$ cat src/rtl/tmr_hamming_scrub_ctrl_pkg.sv
// ----------------------------------------------------------------------------
// hamming_tmr_pkg : Hamming(7,4) types and helpers for the TMR scrub controller
// Rev 1.0
// ----------------------------------------------------------------------------
`default_nettype none

package hamming_tmr_pkg;

  typedef logic [3:0] data_t;
  typedef logic [6:0] cw_t;
  typedef logic [2:0] syn_t;

  typedef enum logic [1:0] {
    S_IDLE = 2'd0,
    S_VOTE = 2'd1,
    S_WB   = 2'd2
  } state_e;

  // Bit positions inside cw = {d3,d2,d1,p4,d0,p2,p1}
  localparam int P1_POS = 0;
  localparam int P2_POS = 1;
  localparam int D0_POS = 2;
  localparam int P4_POS = 3;
  localparam int D1_POS = 4;
  localparam int D2_POS = 5;
  localparam int D3_POS = 6;

  function automatic cw_t hamming_encode(input data_t d);
    cw_t cw;
    cw         = '0;
    cw[D0_POS] = d[0];
    cw[D1_POS] = d[1];
    cw[D2_POS] = d[2];
    cw[D3_POS] = d[3];
    cw[P1_POS] = d[0] ^ d[1] ^ d[3];
    cw[P2_POS] = d[0] ^ d[2] ^ d[3];
    cw[P4_POS] = d[1] ^ d[2] ^ d[3];
    return cw;
  endfunction

  function automatic syn_t hamming_syndrome(input cw_t cw);
    syn_t s;
    s[0] = cw[0] ^ cw[2] ^ cw[4] ^ cw[6];
    s[1] = cw[1] ^ cw[2] ^ cw[5] ^ cw[6];
    s[2] = cw[3] ^ cw[4] ^ cw[5] ^ cw[6];
    return s;
  endfunction

  // A non-zero syndrome is the 1-based position of the flipped bit
  function automatic cw_t hamming_correct(input cw_t cw, input syn_t s);
    cw_t r;
    r = cw;
    if (s != 3'd0) begin
      r[s - 3'd1] = ~cw[s - 3'd1];
    end
    return r;
  endfunction

  function automatic data_t hamming_data(input cw_t cw);
    return {cw[D3_POS], cw[D2_POS], cw[D1_POS], cw[D0_POS]};
  endfunction

endpackage

`default_nettype wire

$ cat src/rtl/tmr_hamming_scrub_ctrl_if.sv
// ----------------------------------------------------------------------------
// tmr_hamming_scrub_ctrl_if : host, read-return and fault-injection bundle
// Rev 1.0
// ----------------------------------------------------------------------------
`default_nettype none

interface tmr_hamming_scrub_ctrl_if
  import hamming_tmr_pkg::*;
#(
  parameter int ADDR_W = 3,
  parameter int CNT_W  = 8
);

  logic              wr_valid;
  logic              wr_ready;
  logic [ADDR_W-1:0] wr_addr;
  data_t             wr_data;

  logic              rd_req;
  logic              rd_ready;
  logic [ADDR_W-1:0] rd_addr;
  logic              rd_valid;
  data_t             rd_data;
  logic              rd_corrected;

  logic              inj_valid;
  logic [1:0]        inj_sel;
  logic [ADDR_W-1:0] inj_addr;
  cw_t               inj_mask;

  logic              err_pulse;
  logic [CNT_W-1:0]  corr_count;
  logic              busy;

  modport master (
    output wr_valid, wr_addr, wr_data,
    output rd_req, rd_addr,
    output inj_valid, inj_sel, inj_addr, inj_mask,
    input  wr_ready, rd_ready, rd_valid, rd_data, rd_corrected,
    input  err_pulse, corr_count, busy
  );

  modport slave (
    input  wr_valid, wr_addr, wr_data,
    input  rd_req, rd_addr,
    input  inj_valid, inj_sel, inj_addr, inj_mask,
    output wr_ready, rd_ready, rd_valid, rd_data, rd_corrected,
    output err_pulse, corr_count, busy
  );

endinterface

`default_nettype wire

$ cat src/rtl/tmr_hamming_scrub_ctrl_vote_dec.sv
// ----------------------------------------------------------------------------
// tmr_hamming_vote_dec : 2-of-3 bitwise vote followed by Hamming(7,4) decode
// Rev 1.0
// ----------------------------------------------------------------------------
`default_nettype none

module tmr_hamming_vote_dec
  import hamming_tmr_pkg::*;
(
  input  cw_t   rep0,
  input  cw_t   rep1,
  input  cw_t   rep2,
  output cw_t   majority,
  output logic  mismatch,
  output syn_t  syndrome,
  output cw_t   corrected,
  output data_t data
);

  assign majority  = (rep0 & rep1) | (rep0 & rep2) | (rep1 & rep2);
  assign mismatch  = (rep0 != majority) || (rep1 != majority) || (rep2 != majority);
  assign syndrome  = hamming_syndrome(majority);
  assign corrected = hamming_correct(majority, syndrome);
  assign data      = hamming_data(corrected);

endmodule

`default_nettype wire

$ cat src/rtl/tmr_hamming_scrub_ctrl.sv
// ----------------------------------------------------------------------------
// tmr_hamming_scrub_ctrl : three Hamming-protected replica banks, host access
// and background scrubbing through one shared vote/decode datapath. Rev 1.0
// ----------------------------------------------------------------------------
`default_nettype none

module tmr_hamming_scrub_ctrl
  import hamming_tmr_pkg::*;
#(
  parameter int DEPTH        = 8,
  parameter int ADDR_W       = $clog2(DEPTH),
  parameter int SCRUB_PERIOD = 64,
  parameter int CNT_W        = 8
)
(
  input  logic                    clk,
  input  logic                    rst_n,
  tmr_hamming_scrub_ctrl_if.slave bus
);

  localparam int                TMR_W      = $clog2(SCRUB_PERIOD);
  localparam logic [TMR_W-1:0]  TMR_RELOAD = TMR_W'(SCRUB_PERIOD - 1);

  cw_t               bank [3][DEPTH];
  state_e            state;
  logic [ADDR_W-1:0] op_addr;
  logic              op_scrub;
  logic [ADDR_W-1:0] scrub_ptr;
  logic [TMR_W-1:0]  scrub_timer;
  logic              scrub_pending;

  cw_t               maj_q;
  syn_t              syn_q;
  logic              mis_q;

  logic              rd_valid_q;
  data_t             rd_data_q;
  logic              rd_corr_q;
  logic              err_q;
  logic [CNT_W-1:0]  corr_cnt_q;

  logic              idle;
  logic              wr_fire;
  logic              rd_fire;
  logic              scrub_fire;
  logic              fix;
  cw_t               wr_cw;
  cw_t               vin0, vin1, vin2;
  cw_t               v_majority;
  logic              v_mismatch;
  syn_t              v_syndrome;
  cw_t               v_corrected;
  data_t             v_data;

  assign idle       = (state == S_IDLE);
  assign wr_fire    = idle && bus.wr_valid;
  assign rd_fire    = idle && !bus.wr_valid && bus.rd_req;
  assign scrub_fire = idle && !bus.wr_valid && !bus.rd_req && scrub_pending;
  assign fix        = (state == S_WB) && (mis_q || (syn_q != 3'd0));
  assign wr_cw      = hamming_encode(bus.wr_data);

  // In WB the voter sees the registered majority three times, so its
  // corrected/data outputs are the repair of the word captured in VOTE.
  always_comb begin
    vin0 = bank[0][op_addr];
    vin1 = bank[1][op_addr];
    vin2 = bank[2][op_addr];
    if (state == S_WB) begin
      vin0 = maj_q;
      vin1 = maj_q;
      vin2 = maj_q;
    end
  end

  tmr_hamming_vote_dec u_vote_dec (
    .rep0      (vin0),
    .rep1      (vin1),
    .rep2      (vin2),
    .majority  (v_majority),
    .mismatch  (v_mismatch),
    .syndrome  (v_syndrome),
    .corrected (v_corrected),
    .data      (v_data)
  );

  // Writes (host or write-back) take precedence over an injection on the same word
  always_ff @(posedge clk or negedge rst_n) begin
    if (!rst_n) begin
      for (int r = 0; r < 3; r++) begin
        for (int a = 0; a < DEPTH; a++) begin
          bank[r][a] <= '0;
        end
      end
    end else begin
      for (int r = 0; r < 3; r++) begin
        for (int a = 0; a < DEPTH; a++) begin
          if (wr_fire && (bus.wr_addr == ADDR_W'(a))) begin
            bank[r][a] <= wr_cw;
          end else if (fix && (op_addr == ADDR_W'(a))) begin
            bank[r][a] <= v_corrected;
          end else if (bus.inj_valid && (bus.inj_sel == 2'(r)) &&
                       (bus.inj_addr == ADDR_W'(a))) begin
            bank[r][a] <= bank[r][a] ^ bus.inj_mask;
          end
        end
      end
    end
  end

  always_ff @(posedge clk or negedge rst_n) begin
    if (!rst_n) begin
      state         <= S_IDLE;
      op_addr       <= '0;
      op_scrub      <= 1'b0;
      scrub_ptr     <= '0;
      scrub_timer   <= TMR_RELOAD;
      scrub_pending <= 1'b0;
      maj_q         <= '0;
      syn_q         <= '0;
      mis_q         <= 1'b0;
      rd_valid_q    <= 1'b0;
      rd_data_q     <= '0;
      rd_corr_q     <= 1'b0;
      err_q         <= 1'b0;
      corr_cnt_q    <= '0;
    end else begin
      rd_valid_q <= 1'b0;
      rd_corr_q  <= 1'b0;
      err_q      <= 1'b0;

      // Expiry in the same cycle as a scrub accept raises a fresh request
      if (scrub_fire) begin
        scrub_pending <= 1'b0;
      end
      if (scrub_timer == '0) begin
        scrub_timer   <= TMR_RELOAD;
        scrub_pending <= 1'b1;
      end else begin
        scrub_timer <= scrub_timer - TMR_W'(1);
      end

      case (state)
        S_IDLE: begin
          if (rd_fire) begin
            op_addr  <= bus.rd_addr;
            op_scrub <= 1'b0;
            state    <= S_VOTE;
          end else if (scrub_fire) begin
            op_addr  <= scrub_ptr;
            op_scrub <= 1'b1;
            state    <= S_VOTE;
          end
        end
        S_VOTE: begin
          maj_q <= v_majority;
          syn_q <= v_syndrome;
          mis_q <= v_mismatch;
          state <= S_WB;
        end
        S_WB: begin
          if (fix) begin
            err_q <= 1'b1;
            if (corr_cnt_q != '1) begin
              corr_cnt_q <= corr_cnt_q + CNT_W'(1);
            end
          end
          if (op_scrub) begin
            scrub_ptr <= scrub_ptr + ADDR_W'(1);
          end else begin
            rd_valid_q <= 1'b1;
            rd_data_q  <= v_data;
            rd_corr_q  <= fix;
          end
          state <= S_IDLE;
        end
        default: state <= S_IDLE;
      endcase
    end
  end

  assign bus.wr_ready     = idle;
  assign bus.rd_ready     = idle && !bus.wr_valid;
  assign bus.rd_valid     = rd_valid_q;
  assign bus.rd_data      = rd_data_q;
  assign bus.rd_corrected = rd_corr_q;
  assign bus.err_pulse    = err_q;
  assign bus.corr_count   = corr_cnt_q;
  assign bus.busy         = !idle;

endmodule

`default_nettype wire

$ cat src/flat_wrapper.sv
// flat-port wrapper written by rule: the top's interface ports become plain ports
module tmr_hamming_scrub_ctrl_flat import hamming_tmr_pkg::*;
#(
  parameter int DEPTH        = 8,
  parameter int ADDR_W       = $clog2(DEPTH),
  parameter int SCRUB_PERIOD = 64,
  parameter int CNT_W        = 8
)
  (clk, rst_n, bus_wr_valid, bus_wr_addr, bus_wr_data, bus_rd_req, bus_rd_addr, bus_inj_valid, bus_inj_sel, bus_inj_addr, bus_inj_mask, bus_wr_ready, bus_rd_ready, bus_rd_valid, bus_rd_data, bus_rd_corrected, bus_err_pulse, bus_corr_count, bus_busy);
  tmr_hamming_scrub_ctrl_if #(.ADDR_W(ADDR_W), .CNT_W(CNT_W)) bus_i ();
  input  logic clk;
  input  logic rst_n;
  input wire logic [$bits(bus_i.wr_valid)-1:0] bus_wr_valid;
  input wire logic [$bits(bus_i.wr_addr)-1:0] bus_wr_addr;
  input wire logic [$bits(bus_i.wr_data)-1:0] bus_wr_data;
  input wire logic [$bits(bus_i.rd_req)-1:0] bus_rd_req;
  input wire logic [$bits(bus_i.rd_addr)-1:0] bus_rd_addr;
  input wire logic [$bits(bus_i.inj_valid)-1:0] bus_inj_valid;
  input wire logic [$bits(bus_i.inj_sel)-1:0] bus_inj_sel;
  input wire logic [$bits(bus_i.inj_addr)-1:0] bus_inj_addr;
  input wire logic [$bits(bus_i.inj_mask)-1:0] bus_inj_mask;
  output wire logic [$bits(bus_i.wr_ready)-1:0] bus_wr_ready;
  output wire logic [$bits(bus_i.rd_ready)-1:0] bus_rd_ready;
  output wire logic [$bits(bus_i.rd_valid)-1:0] bus_rd_valid;
  output wire logic [$bits(bus_i.rd_data)-1:0] bus_rd_data;
  output wire logic [$bits(bus_i.rd_corrected)-1:0] bus_rd_corrected;
  output wire logic [$bits(bus_i.err_pulse)-1:0] bus_err_pulse;
  output wire logic [$bits(bus_i.corr_count)-1:0] bus_corr_count;
  output wire logic [$bits(bus_i.busy)-1:0] bus_busy;
  assign bus_i.wr_valid = bus_wr_valid;
  assign bus_i.wr_addr = bus_wr_addr;
  assign bus_i.wr_data = bus_wr_data;
  assign bus_i.rd_req = bus_rd_req;
  assign bus_i.rd_addr = bus_rd_addr;
  assign bus_i.inj_valid = bus_inj_valid;
  assign bus_i.inj_sel = bus_inj_sel;
  assign bus_i.inj_addr = bus_inj_addr;
  assign bus_i.inj_mask = bus_inj_mask;
  assign bus_wr_ready = bus_i.wr_ready;
  assign bus_rd_ready = bus_i.rd_ready;
  assign bus_rd_valid = bus_i.rd_valid;
  assign bus_rd_data = bus_i.rd_data;
  assign bus_rd_corrected = bus_i.rd_corrected;
  assign bus_err_pulse = bus_i.err_pulse;
  assign bus_corr_count = bus_i.corr_count;
  assign bus_busy = bus_i.busy;
  tmr_hamming_scrub_ctrl #(.DEPTH(DEPTH), .ADDR_W(ADDR_W), .SCRUB_PERIOD(SCRUB_PERIOD), .CNT_W(CNT_W)) u_core (.clk(clk), .rst_n(rst_n), .bus(bus_i));
endmodule
$ cat config.mk
export PLATFORM = sky130hd
export DESIGN_NAME = tmr_hamming_scrub_ctrl_flat
export DESIGN_NICKNAME = d
export VERILOG_FILES = /design/src/rtl/tmr_hamming_scrub_ctrl_pkg.sv /design/src/rtl/tmr_hamming_scrub_ctrl_if.sv /design/src/rtl/tmr_hamming_scrub_ctrl_vote_dec.sv /design/src/rtl/tmr_hamming_scrub_ctrl.sv /design/src/flat_wrapper.sv
export SDC_FILE = /design/constraint.sdc
export NUM_CORES = 1
export LEC_CHECK = 0
export BUFFER_PORTS_ARGS = -buffer_cell sky130_fd_sc_hd__buf_2
export CORE_ASPECT_RATIO = 0.6
export CORE_MARGIN = 2
export CORE_UTILIZATION = 63
export CTS_CLUSTER_SIZE = 24
export DETAILED_ROUTE_END_ITERATION = 7
export GPL_TIMING_DRIVEN = 0
export HOLD_SLACK_MARGIN = 0.03
export MAX_ROUTING_LAYER = met4
export PLACE_DENSITY = 0.81
export SETUP_SLACK_MARGIN = 0.5
export SYNTH_ARGS = -nofsm -noshare
export SYNTH_HDL_FRONTEND = slang
export SYNTH_SLANG_ARGS = --single-unit
$ cat constraint.sdc
create_clock -name clk -period 6.5 [get_ports clk]
set_input_delay 1.3 -clock clk [delete_from_list [all_inputs] [get_ports clk]]
set_output_delay 1.3 -clock clk [all_outputs]
set_load 0.05 [all_outputs]
Word level (Yosys, flattened, before mapping)

Index checks and enable logic that the tools add are counted.

Input port bits: 27
Output and inout port bits: 18
Bits in registers: 210

Magnitude comparators: 3
$add $sub $neg: 4
Equality and inequality tests: 30
Bitwise gates (word level): 47
Reduce and logical (&&, ||, !) cells: 94
Mux-type cells: 106

Operators with widths:

| kind                  | count |
|---|---|
| $mux W7               | 82 |
| $xor A7 B7 Y7         | 24 |
| $reduce_bool A3 Y1    | 26 |
| $bmux W7 S3           | 3 |
| $logic_and A1 B1 Y1   | 50 |
| $eq A3 B3 Y1 const B  | 12 |
| $and A7 B7 Y7         | 3 |
| $ne A7 B7 Y1          | 3 |
| $eq A3 B2 Y1 const B  | 6 |
| $xor A1 B1 Y1         | 15 |
| $or A7 B7 Y7          | 2 |
| $mux W1               | 12 |
| $eq A3 B1 Y1 const B  | 3 |
| $logic_not A3 Y1      | 3 |
| $add A8 B1 Y8 const B | 1 |
| $ne A8 B8 Y1 const B  | 1 |
| $bwmux W7             | 1 |
| $logic_not A6 Y1      | 1 |
| $mux W3               | 2 |
| $mux W6               | 1 |
| $reduce_and A2 Y1     | 3 |
| $sub A6 B1 Y6 const B | 1 |
| $eq A2 B1 Y1 const B  | 2 |
| $eq A2 B2 Y1 const B  | 2 |
| 17 further kinds      | 25 |

Depth between registers and ports, before layout

Gate-level depths: netlist of the first run.

Depth after elaboration: 20
Depth in mapped cells: 20
Gate-level depth less buffers: 15

By module

Synthesis of the first run repeated with hierarchy kept, for this count alone.

Cell total of the unflattened synthesis: 1440
Area total of the unflattened synthesis: 14333.7 um^2

By module, submodules not included:

| module                 | area each (um^2) | seq. area each (um^2) | times used | cells an instance |
|---|---|---|---|---|
| tmr_hamming_scrub_ctrl | 13822.0          | 5262.5                | 1          | 1372 |
| tmr_hamming_vote_dec   | 511.7            | 0.0                   | 1          | 68 |

Least setup slack after synthesis of the first run

No wires, ideal clock.

Path type: register to register
Start: register u_core.op_addr[0]
End: register u_core.rd_data_q[0], in the netlist u_core.bus.rd_data[0]
Period minus slack after synthesis: 4705 ps
Arrival: 4580 ps
Setup time: 125 ps
Path slack: 1795 ps
Stages on the path, launching flop included: 19
Cells stage by stage: dfrtp_1 -> buf_6 -> buf_6 -> buf_4 -> buf_6 -> mux4_2 -> nand2_1 -> nand2_1 -> maj3_1 -> mux2i_1 -> xor2_1 -> xnor2_1 -> ha_1 -> and2_1 -> ha_1 -> nor3b_1 -> mux2_2 -> clkbuf_1 -> mux2_2

Cells in the longest elaborated chain, start to end: 18

RTL lines:

| what                                                               | RTL line                                                                                             | RTL |
|---|---|---|
| start: declaration                                                 | tmr_hamming_scrub_ctrl.sv:26                                                                         | `logic [ADDR_W-1:0] op_addr;` |
| start signal: assignment                                           | tmr_hamming_scrub_ctrl.sv:145                                                                        | `op_addr <= bus.rd_addr;` |
| start signal: assignment                                           | tmr_hamming_scrub_ctrl.sv:149                                                                        | `op_addr <= scrub_ptr;` |
| $not A3 Y4 (implied by the code) (*)                               | tmr_hamming_scrub_ctrl.sv:65, tmr_hamming_scrub_ctrl.sv:66, tmr_hamming_scrub_ctrl.sv:67             |  |
| $bmux W7 S3 (on tied branches)                                     | tmr_hamming_scrub_ctrl.sv:65, tmr_hamming_scrub_ctrl.sv:66, tmr_hamming_scrub_ctrl.sv:67             |  |
| $mux W7 (on tied branches) (2 in a row)                            | tmr_hamming_scrub_ctrl.sv:65, tmr_hamming_scrub_ctrl.sv:66, tmr_hamming_scrub_ctrl.sv:67             |  |
| $mux W7                                                            | tmr_hamming_scrub_ctrl.sv:68                                                                         | `if (state == S_WB) begin` |
| $and A7 B7 Y7                                                      | tmr_hamming_scrub_ctrl_vote_dec.sv:20                                                                | `assign majority = (rep0 & rep1) \| (rep0 & rep2) \| (rep1 & rep2);` |
| $or A7 B7 Y7                                                       | tmr_hamming_scrub_ctrl_vote_dec.sv:20                                                                |  |
| $or A7 B7 Y7 (*)                                                   | tmr_hamming_scrub_ctrl_vote_dec.sv:20                                                                |  |
| $xor A1 B1 Y1 (on tied branches) (3 in a row)                      | tmr_hamming_scrub_ctrl_pkg.sv:43, tmr_hamming_scrub_ctrl_pkg.sv:44, tmr_hamming_scrub_ctrl_pkg.sv:45 |  |
| $sub A3 B1 Y3                                                      | tmr_hamming_scrub_ctrl_pkg.sv:54                                                                     | `r[s - 3'd1] = ~cw[s - 3'd1];` |
| $lt A3 B4 Y1 (implied by the code) or $ge A3 B1 Y1 (tied branches) | tmr_hamming_scrub_ctrl_pkg.sv:54                                                                     |  |
| $logic_and A1 B1 Y1 (implied by the code)                          | tmr_hamming_scrub_ctrl_pkg.sv:54                                                                     |  |
| $mux W1 (implied by the code)                                      | tmr_hamming_scrub_ctrl_pkg.sv:54                                                                     |  |
| $demux W1 S3                                                       | tmr_hamming_scrub_ctrl_pkg.sv:54                                                                     |  |
| $bwmux W7                                                          | tmr_hamming_scrub_ctrl_pkg.sv:54                                                                     |  |
| $mux W7 (*)                                                        | tmr_hamming_scrub_ctrl_pkg.sv:53                                                                     | `if (s != 3'd0) begin` |
| end signal: assignment                                             | tmr_hamming_scrub_ctrl.sv:171                                                                        | `rd_data_q <= v_data;` |
| end: declaration                                                   | tmr_hamming_scrub_ctrl.sv:37                                                                         | `data_t rd_data_q;` |

Every way passes the cells marked *; elsewhere a longest branch is shown, timed or not. The select of a mux whose other input is x is not followed.
A chain may end at the register's enable or synchronous reset.

Final worst setup path of the first run

Start: register u_core.op_addr[0]
End: register u_core.bank[7] (netlist name)

Cells in the longest elaborated chain, start to end: 20

RTL lines:

| what                                                               | RTL line                                                                                             | RTL |
|---|---|---|
| $not A3 Y4 (implied by the code)                                   | tmr_hamming_scrub_ctrl.sv:65, tmr_hamming_scrub_ctrl.sv:66, tmr_hamming_scrub_ctrl.sv:67             |  |
| $bmux W7 S3 (on tied branches)                                     | tmr_hamming_scrub_ctrl.sv:65, tmr_hamming_scrub_ctrl.sv:66, tmr_hamming_scrub_ctrl.sv:67             |  |
| $mux W7 (on tied branches) (2 in a row)                            | tmr_hamming_scrub_ctrl.sv:65, tmr_hamming_scrub_ctrl.sv:66, tmr_hamming_scrub_ctrl.sv:67             |  |
| $mux W7                                                            | tmr_hamming_scrub_ctrl.sv:68                                                                         |  |
| $and A7 B7 Y7                                                      | tmr_hamming_scrub_ctrl_vote_dec.sv:20                                                                |  |
| $or A7 B7 Y7 (2 in a row)                                          | tmr_hamming_scrub_ctrl_vote_dec.sv:20                                                                |  |
| $xor A1 B1 Y1 (on tied branches) (3 in a row)                      | tmr_hamming_scrub_ctrl_pkg.sv:43, tmr_hamming_scrub_ctrl_pkg.sv:44, tmr_hamming_scrub_ctrl_pkg.sv:45 |  |
| $sub A3 B1 Y3                                                      | tmr_hamming_scrub_ctrl_pkg.sv:54                                                                     |  |
| $lt A3 B4 Y1 (implied by the code) or $ge A3 B1 Y1 (tied branches) | tmr_hamming_scrub_ctrl_pkg.sv:54                                                                     |  |
| $logic_and A1 B1 Y1 (implied by the code)                          | tmr_hamming_scrub_ctrl_pkg.sv:54                                                                     |  |
| $mux W1 (implied by the code)                                      | tmr_hamming_scrub_ctrl_pkg.sv:54                                                                     |  |
| $demux W1 S3                                                       | tmr_hamming_scrub_ctrl_pkg.sv:54                                                                     |  |
| $bwmux W7                                                          | tmr_hamming_scrub_ctrl_pkg.sv:54                                                                     |  |
| $mux W7                                                            | tmr_hamming_scrub_ctrl_pkg.sv:53                                                                     |  |
| $mux W7                                                            | tmr_hamming_scrub_ctrl.sv:99                                                                         | `end else if (fix && (op_addr == ADDR_W'(a))) begin` |
| $mux W7                                                            | tmr_hamming_scrub_ctrl.sv:97                                                                         | `if (wr_fire && (bus.wr_addr == ADDR_W'(a))) begin` |
| end signal: indexed assignment                                     | tmr_hamming_scrub_ctrl.sv:98                                                                         | `bank[r][a] <= wr_cw;` |
| end signal: indexed assignment                                     | tmr_hamming_scrub_ctrl.sv:100                                                                        | `bank[r][a] <= v_corrected;` |
| end signal: indexed assignment                                     | tmr_hamming_scrub_ctrl.sv:103                                                                        | `bank[r][a] <= bank[r][a] ^ bus.inj_mask;` |
| end: declaration                                                   | tmr_hamming_scrub_ctrl.sv:24                                                                         | `cw_t bank [3][DEPTH];` |

Several ways; a longest one is shown, not always the timed one. The select of a mux whose other input is x is not followed.

==> results of run 1 <==
-- state kept, by name (all words and copies together) (netlist names), 3 cells and up --
signal                 flops
u_core.bank              168
u_core.op_addr             3
u_core.bus.corr_count      8
u_core.bus.rd_data         4
u_core.maj_q               7
u_core.syn_q               3
u_core.scrub_timer         6
u_core.scrub_ptr           3
-- per-layer routing --
| layer | wire, um | part of all wire, % | vias to the layer above | global-route usage, % |
|---|---|---|---|---|
| li1 | - | - | 4970 | - |
| met1 | 17860 | 40 | 5575 | 60.47 |
| met2 | 17160 | 38 | 981 | 55.23 |
| met3 | 8501 | 19 | 135 | 21.24 |
| met4 | 1386 | 3.1 | 0 | 11.97 |
| met5 | 0 | 0 | - | - |
-- worst paths after layout --
kind,from,endpoint,depth (start not counted)
setup reg to reg,u_core.op_addr[0]$_DFFE_PN0P_,u_core.bank[7]$_DFFE_PN0P_,19
max in group asynchronous,rst_n,u_core.bank[166]$_DFFE_PN0P_,2
min in group asynchronous,rst_n,u_core.bus.corr_count[3]$_DFFE_PN0P_,1
setup / recovery,u_core.op_addr[0]$_DFFE_PN0P_,u_core.bank[7]$_DFFE_PN0P_,19
hold reg to reg,u_core.scrub_timer[0]$_DFF_PN1_,u_core.scrub_timer[0]$_DFF_PN1_,1
hold / removal,u_core.scrub_timer[0]$_DFF_PN1_,u_core.scrub_timer[0]$_DFF_PN1_,1
-- kinds of logic after synthesis --
kind of cell | Yosys count
buffers and inverters | 96
multiplexers | 87
adder cells (fa/ha/maj) | 12
flip-flops | 210
AO/OA/AOI/OAI | 269
XOR/XNOR | 193
AND/OR/NAND/NOR | 514
-- stage by stage --
step / utilization, % / cells / area [um2]
detailed placement: 66.90 / 1691 / 13360
global route: 70.74 / 1728 / 14130
floorplan: - / 1381 / 12800
finish: 70.74 / 1728 / 14130
CTS: 70.43 / 1726 / 14060
global placement: 66.72 / 1690 / 13320
-- critical path, cell delays in order (launching register included) --
cell      delay, ns
dfrtp_1        0.35
buf_6          0.21
buf_6          0.17
buf_4          0.29
buf_6          0.28
mux4_2         0.59
nand2_1        0.11
nand2_1        0.10
maj3_1         0.46
mux2i_4        0.31
xor2_1         0.20
xnor2_1        0.09
ha_1           0.42
and2_1         0.18
ha_1           0.39
nor3b_1        0.37
nand2_1        0.21
xnor2_4        0.40
clkbuf_4       0.36
a221oi_1       0.14
-- placed cells by master (no fill, tap or decap), types with 10 or more instances in the layout --
cell type and n:
nand2_1 290, dfrtp_1 204, xor2_1 150, nor2_1 119, a221oi_1 85, a21oi_1 83
o21ai_0 65, mux2i_1 52, buf_2 47, clkbuf_1 45, xnor2_1 36, mux4_2 26
nand3_1 24, clkbuf_16 21, nor3_1 17, and3_1 16, inv_1 13, nand3b_1 10
buf_1 10
-- area by class of cell --
class / instances / area share, %
timing repair buffer: 39 / 1.647
clock inverter: 5 / 0.4163
clock buffer: 30 / 4.384
tap: 273 / 2.418
buffer: 82 / 2.879
inverter: 14 / 0.3720
sequential: 210 / 37.25
multi-input combinational: 1075 / 50.63
-- what timing repair did --
action                     CTS  global route
setup endpoints to repair   85           112
pin swaps                    0             1
buffers inserted             0             2
resized for setup            5            16
==> metrics.yaml, run 1 <==
yosys:
  ys_seq_elements: 210
  synth.largest_area_cell: "dfrtp_1"
  synthAdderAreaFrac_pct: 1.065
  synth_enable_flop_cells: 0
  synth_common_cells: "nand2_1 (290), dfrtp_1 (204), xor2_1 (150)"
  synth_top_family_by_area: "simple AND/OR/NAND/NOR gates"
  synth_top_area_share_pct: 39.88
  synth_xor_area_share_pct: 13.62
  synth_warnings: 0
  synthMuxAreaShare_pct: 9.432
  synth_cell_types: 60
  synthFlopType: "dfrtp_1"
  synthArstFlopShare_pct: 100.0
  synthTopCellsByArea: "dfrtp_1 (40%), xor2_1 (10%), nand2_1 (8.5%)"
  synth.yosys.seq_area_share_pct: 41.11
  yosysMostFrequentCell: "nand2_1"
  postSynthNetCount: 1414
  syn_area_um2: 12800
  synthSimpleGateAreaFrac_pct: 17.15
  syn_avg_cell_area_um2: 9.269
  synthCells: 1381
  synth_compound_area_share_pct: 14.12
flow_run:
  maxCapViolCount: 0
timing:
  hold_viol: 0
  period_needed_ns: 5.815
  fmax_mhz: 172.0
  fin_worst_skew_ns: 0.01320
  slew_viol_final: 0
  rsz0062_at_grt: "no"
  setup_viol: 0
  finalHoldWorstSlack_ns: 0.4707
  finalSetupTns_ns: 0
  tightest_slew_ns: 1.317
  relSlewSlack_pct: 11.50
  finalCritPeriodShare_pct: 89.47
  fin_ws_ns: 0.6848
final_layout:
  fillerInstances: 1532
  multi_input_area_um2: 7152
  register_area_um2: 5263
  antenna_cells: 0
  area_growth_pct: 10.35
  final_nets: 1476
  drive_gt1_share_pct: 11.55
clock_tree:
  cts.sinks: 210
  clk_pin_slew_ns: 0.06
  holdBufCountCts: 0
  cts_tree: "built"
  htreeDepth: 1
  cts_buffers: 21
  clock_latency_ns: 0.53
  ctsLongestPathBuffers: 3
  clock-root-buffer: "clkbuf_16"
critical_path:
  end_kind: "flip-flop"
  critPathArrivalTime_ns: 6.18
  critPathMaxFanout: 10
  regToRegSetupSlack_ns: 0.68
  crit_type: "flip-flop to flip-flop"
  critPathRequiredTime_ns: 6.87
  start_kind: "flip-flop"
die:
  core_area_um2: 19970
  die_w_um: 188.0
  initial_core_util_pct: 64.10
  fp-row-count: 40
  ios: 45
  die-height_um: 114.4
  dieArea_um2: 21510
outcome:
  outcome: "completed"
place:
  place_congestion: 1.037
  pre_cts_slack_ns: 0.1101
  dp_hpwl_um: 32770
  io_buffers: 36
routing:
  ant_nets: 0
  drc: 0
  drt_wl_total_um: 44900
  num_vias: 11661
  wire_per_inst_um: 25.98
  first_pass_iters: 7
  avgViaCountPerCell: 6.748
  drt_iter0_drc: 1811
global_routing:
  grt.total_usage_pct: 43.39
  overflow: 0
  grt_pass1_wl_um: 66160
  grt_pass1_vias: 10823
  grt_antenna_before_repair: 0
  grt_max_degree: 116
hold_path:
  hold_class: "flip-flop to flip-flop"
Power of run 1 is not shown: default switching activity piles up to over one toggle a cycle in this logic, so the estimate is an artifact.
==> run 2: changes to the inputs <==
CORE_UTILIZATION = 65   (was 63)
CTS_BUF_LIST = sky130_fd_sc_hd__clkbuf_4   (was unset)
CTS_CLUSTER_DIAMETER = 100   (was unset)
PLACE_DENSITY = 0.83   (was 0.81)
==> run 2 against run 1 <==
Net effect:
- utilization hardly changed
- flip-flop and latch count is the same
- cell area fell by 4.0%
- critical path depth stayed put
- worst hold slack better by 0.016 ns
- critical endpoint is now u_core.bank[102]$_DFFE_PN0P_
- largest cell class unchanged
- highest routed layer unchanged
==> metrics.yaml, run 2 (same netlist as run 1, synthesis figures left out) <==
clock_tree:
  clock-root-buffer: "clkbuf_4"
  cts.sinks: 210
  clk_pin_slew_ns: 0.23
  ctsLongestPathBuffers: 3
  cts_buffers: 12
  cts_tree: "built"
  clock_latency_ns: 0.74
  htreeDepth: 1
final_layout:
  largest_reg_flops: 168
  layout_commonest_cell: "nand2_1"
  area_growth_pct: 5.952
  fin_util_pct: 70.72
  design_area_um2: 13560
  final_cell_mix: "nand2_1 (290), dfrtp_1 (204), xor2_1 (150), nor2_1 (119), a221oi_1 (85)"
  largest-register: "u_core.bank"
  multi_input_area_um2: 7152
  final_nets: 1466
  fillerInstances: 1512
  register_area_um2: 5263
  drive_gt1_share_pct: 10.58
die:
  ios: 45
  core_area_um2: 19180
  die-height_um: 112.7
  initial_core_util_pct: 66.75
  fp-row-count: 39
  die_w_um: 185.2
  dieArea_um2: 20870
timing:
  hold_viol: 0
  slew_viol_final: 0
  relSlewSlack_pct: 11.10
  tightest_slew_ns: 1.323
  period_needed_ns: 5.838
  setup_viol: 0
  finalHoldWorstSlack_ns: 0.4869
  rsz0062_at_grt: "no"
  fin_worst_skew_ns: 0.1047
  finalCritPeriodShare_pct: 89.82
  finalSetupTns_ns: 0
  fmax_mhz: 171.3
place:
  dpl_cell_area_um2: 13350
  io_buffers: 36
  dp_hpwl_um: 32520
  place_congestion: 1.024
routing:
  drt_wl_total_um: 44440
  avgViaCountPerCell: 6.821
  ant_nets: 0
  drt_iter0_drc: 2074
  num_vias: 11617
  first_pass_iters: 7
  wire_per_inst_um: 26.09
  drc: 0
global_routing:
  grt_max_degree: 118
  grt.total_usage_pct: 44.45
  grt_antenna_before_repair: 1
  overflow: 0
  grt_pass1_vias: 10584
  grt_pass1_wl_um: 65860
flow_run:
  maxCapViolCount: 0
critical_path:
  critPathArrivalTime_ns: 6.35
  crit_type: "flip-flop to flip-flop"
  start_kind: "flip-flop"
  end_kind: "flip-flop"
  critPathRequiredTime_ns: 7.01
  critPathMaxFanout: 10
hold_path:
  hold_class: "flip-flop to flip-flop"
outcome:
  outcome: "completed"
==> run 2: changes by cell type in the layout (fill, tap and decap cells not counted), moves of 2 or more <==
cell        before  now
clkbuf_1        45   42
clkbuf_16       21    0
clkbuf_4         2   18
clkbuf_8         6    0
clkinvlp_4       2    0
==> run 2: per-layer routing <==
layer | global-route usage [%] | vias up | wire, um
met3 | 20.79 | 162 | 8226
li1 | - | 4931 | -
met1 | 62.66 | 5497 | 17510
met4 | 13.33 | 0 | 1583
met2 | 56.40 | 1027 | 17120
met5 | - | - | 0
==> run 2: final timing paths <==
kind	from	to	slack [ns]	cells past startpoint
min reg2reg	u_core.scrub_ptr[2]$_DFFE_PN0P_	u_core.scrub_ptr[2]$_DFFE_PN0P_	0.49	1
min	u_core.scrub_ptr[2]$_DFFE_PN0P_	u_core.scrub_ptr[2]$_DFFE_PN0P_	0.49	1
max in group asynchronous	rst_n	u_core.bank[162]$_DFFE_PN0P_	4.83	2
min in group asynchronous	rst_n	u_core.bank[127]$_DFFE_PN0P_	0.56	1
max	u_core.op_addr[0]$_DFFE_PN0P_	u_core.bank[102]$_DFFE_PN0P_	0.66	19
max reg2reg	u_core.op_addr[0]$_DFFE_PN0P_	u_core.bank[102]$_DFFE_PN0P_	0.66	19
==> run 2: layout make-up <==
type                            instances  area share (%)
Antenna cell                            1         0.01845
Buffer                                 82           2.998
Clock inverter                          1         0.06458
Tap cell                              266           2.454
Timing Repair Buffer                   38           1.661
Clock buffer                           16          0.8856
Sequential cell                       210           38.80
Multi-Input combinational cell       1075           52.73
Inverter                               14          0.3875
==> run 2: critical path, cell delays in order (launching register included) <==
cell and delay (ns):
dfrtp_1 0.40, buf_6 0.21, buf_6 0.16, buf_4 0.28
buf_6 0.26, mux4_2 0.60, nand2_1 0.11, nand2_1 0.09
maj3_1 0.46, mux2i_4 0.29, xor2_1 0.23, xnor2_1 0.11
ha_1 0.43, and2_1 0.18, ha_1 0.38, nor3_2 0.35
nand2_1 0.20, xnor2_4 0.39, clkbuf_4 0.39, a221oi_1 0.12
==> run 2: timing repair <==
item / CTS / global route
pin swaps: 0 / 1
hold buffers: 0 / 0
setup buffers: 0 / 1
setup endpoints to repair: 100 / 104
gates resized for setup: 4 / 18
==> run 2: through the flow <==
step | cells | setup slack, ns
after floorplan | 1381 | 1.795
after global placement | 1683 | 0.3038
after detailed placement | 1684 | 0.1142
after CTS | 1701 | 0.4965
after global routing | 1703 | 0.4940
final | 1703 | 0.6618
Power of run 2 is left out for the same reason.
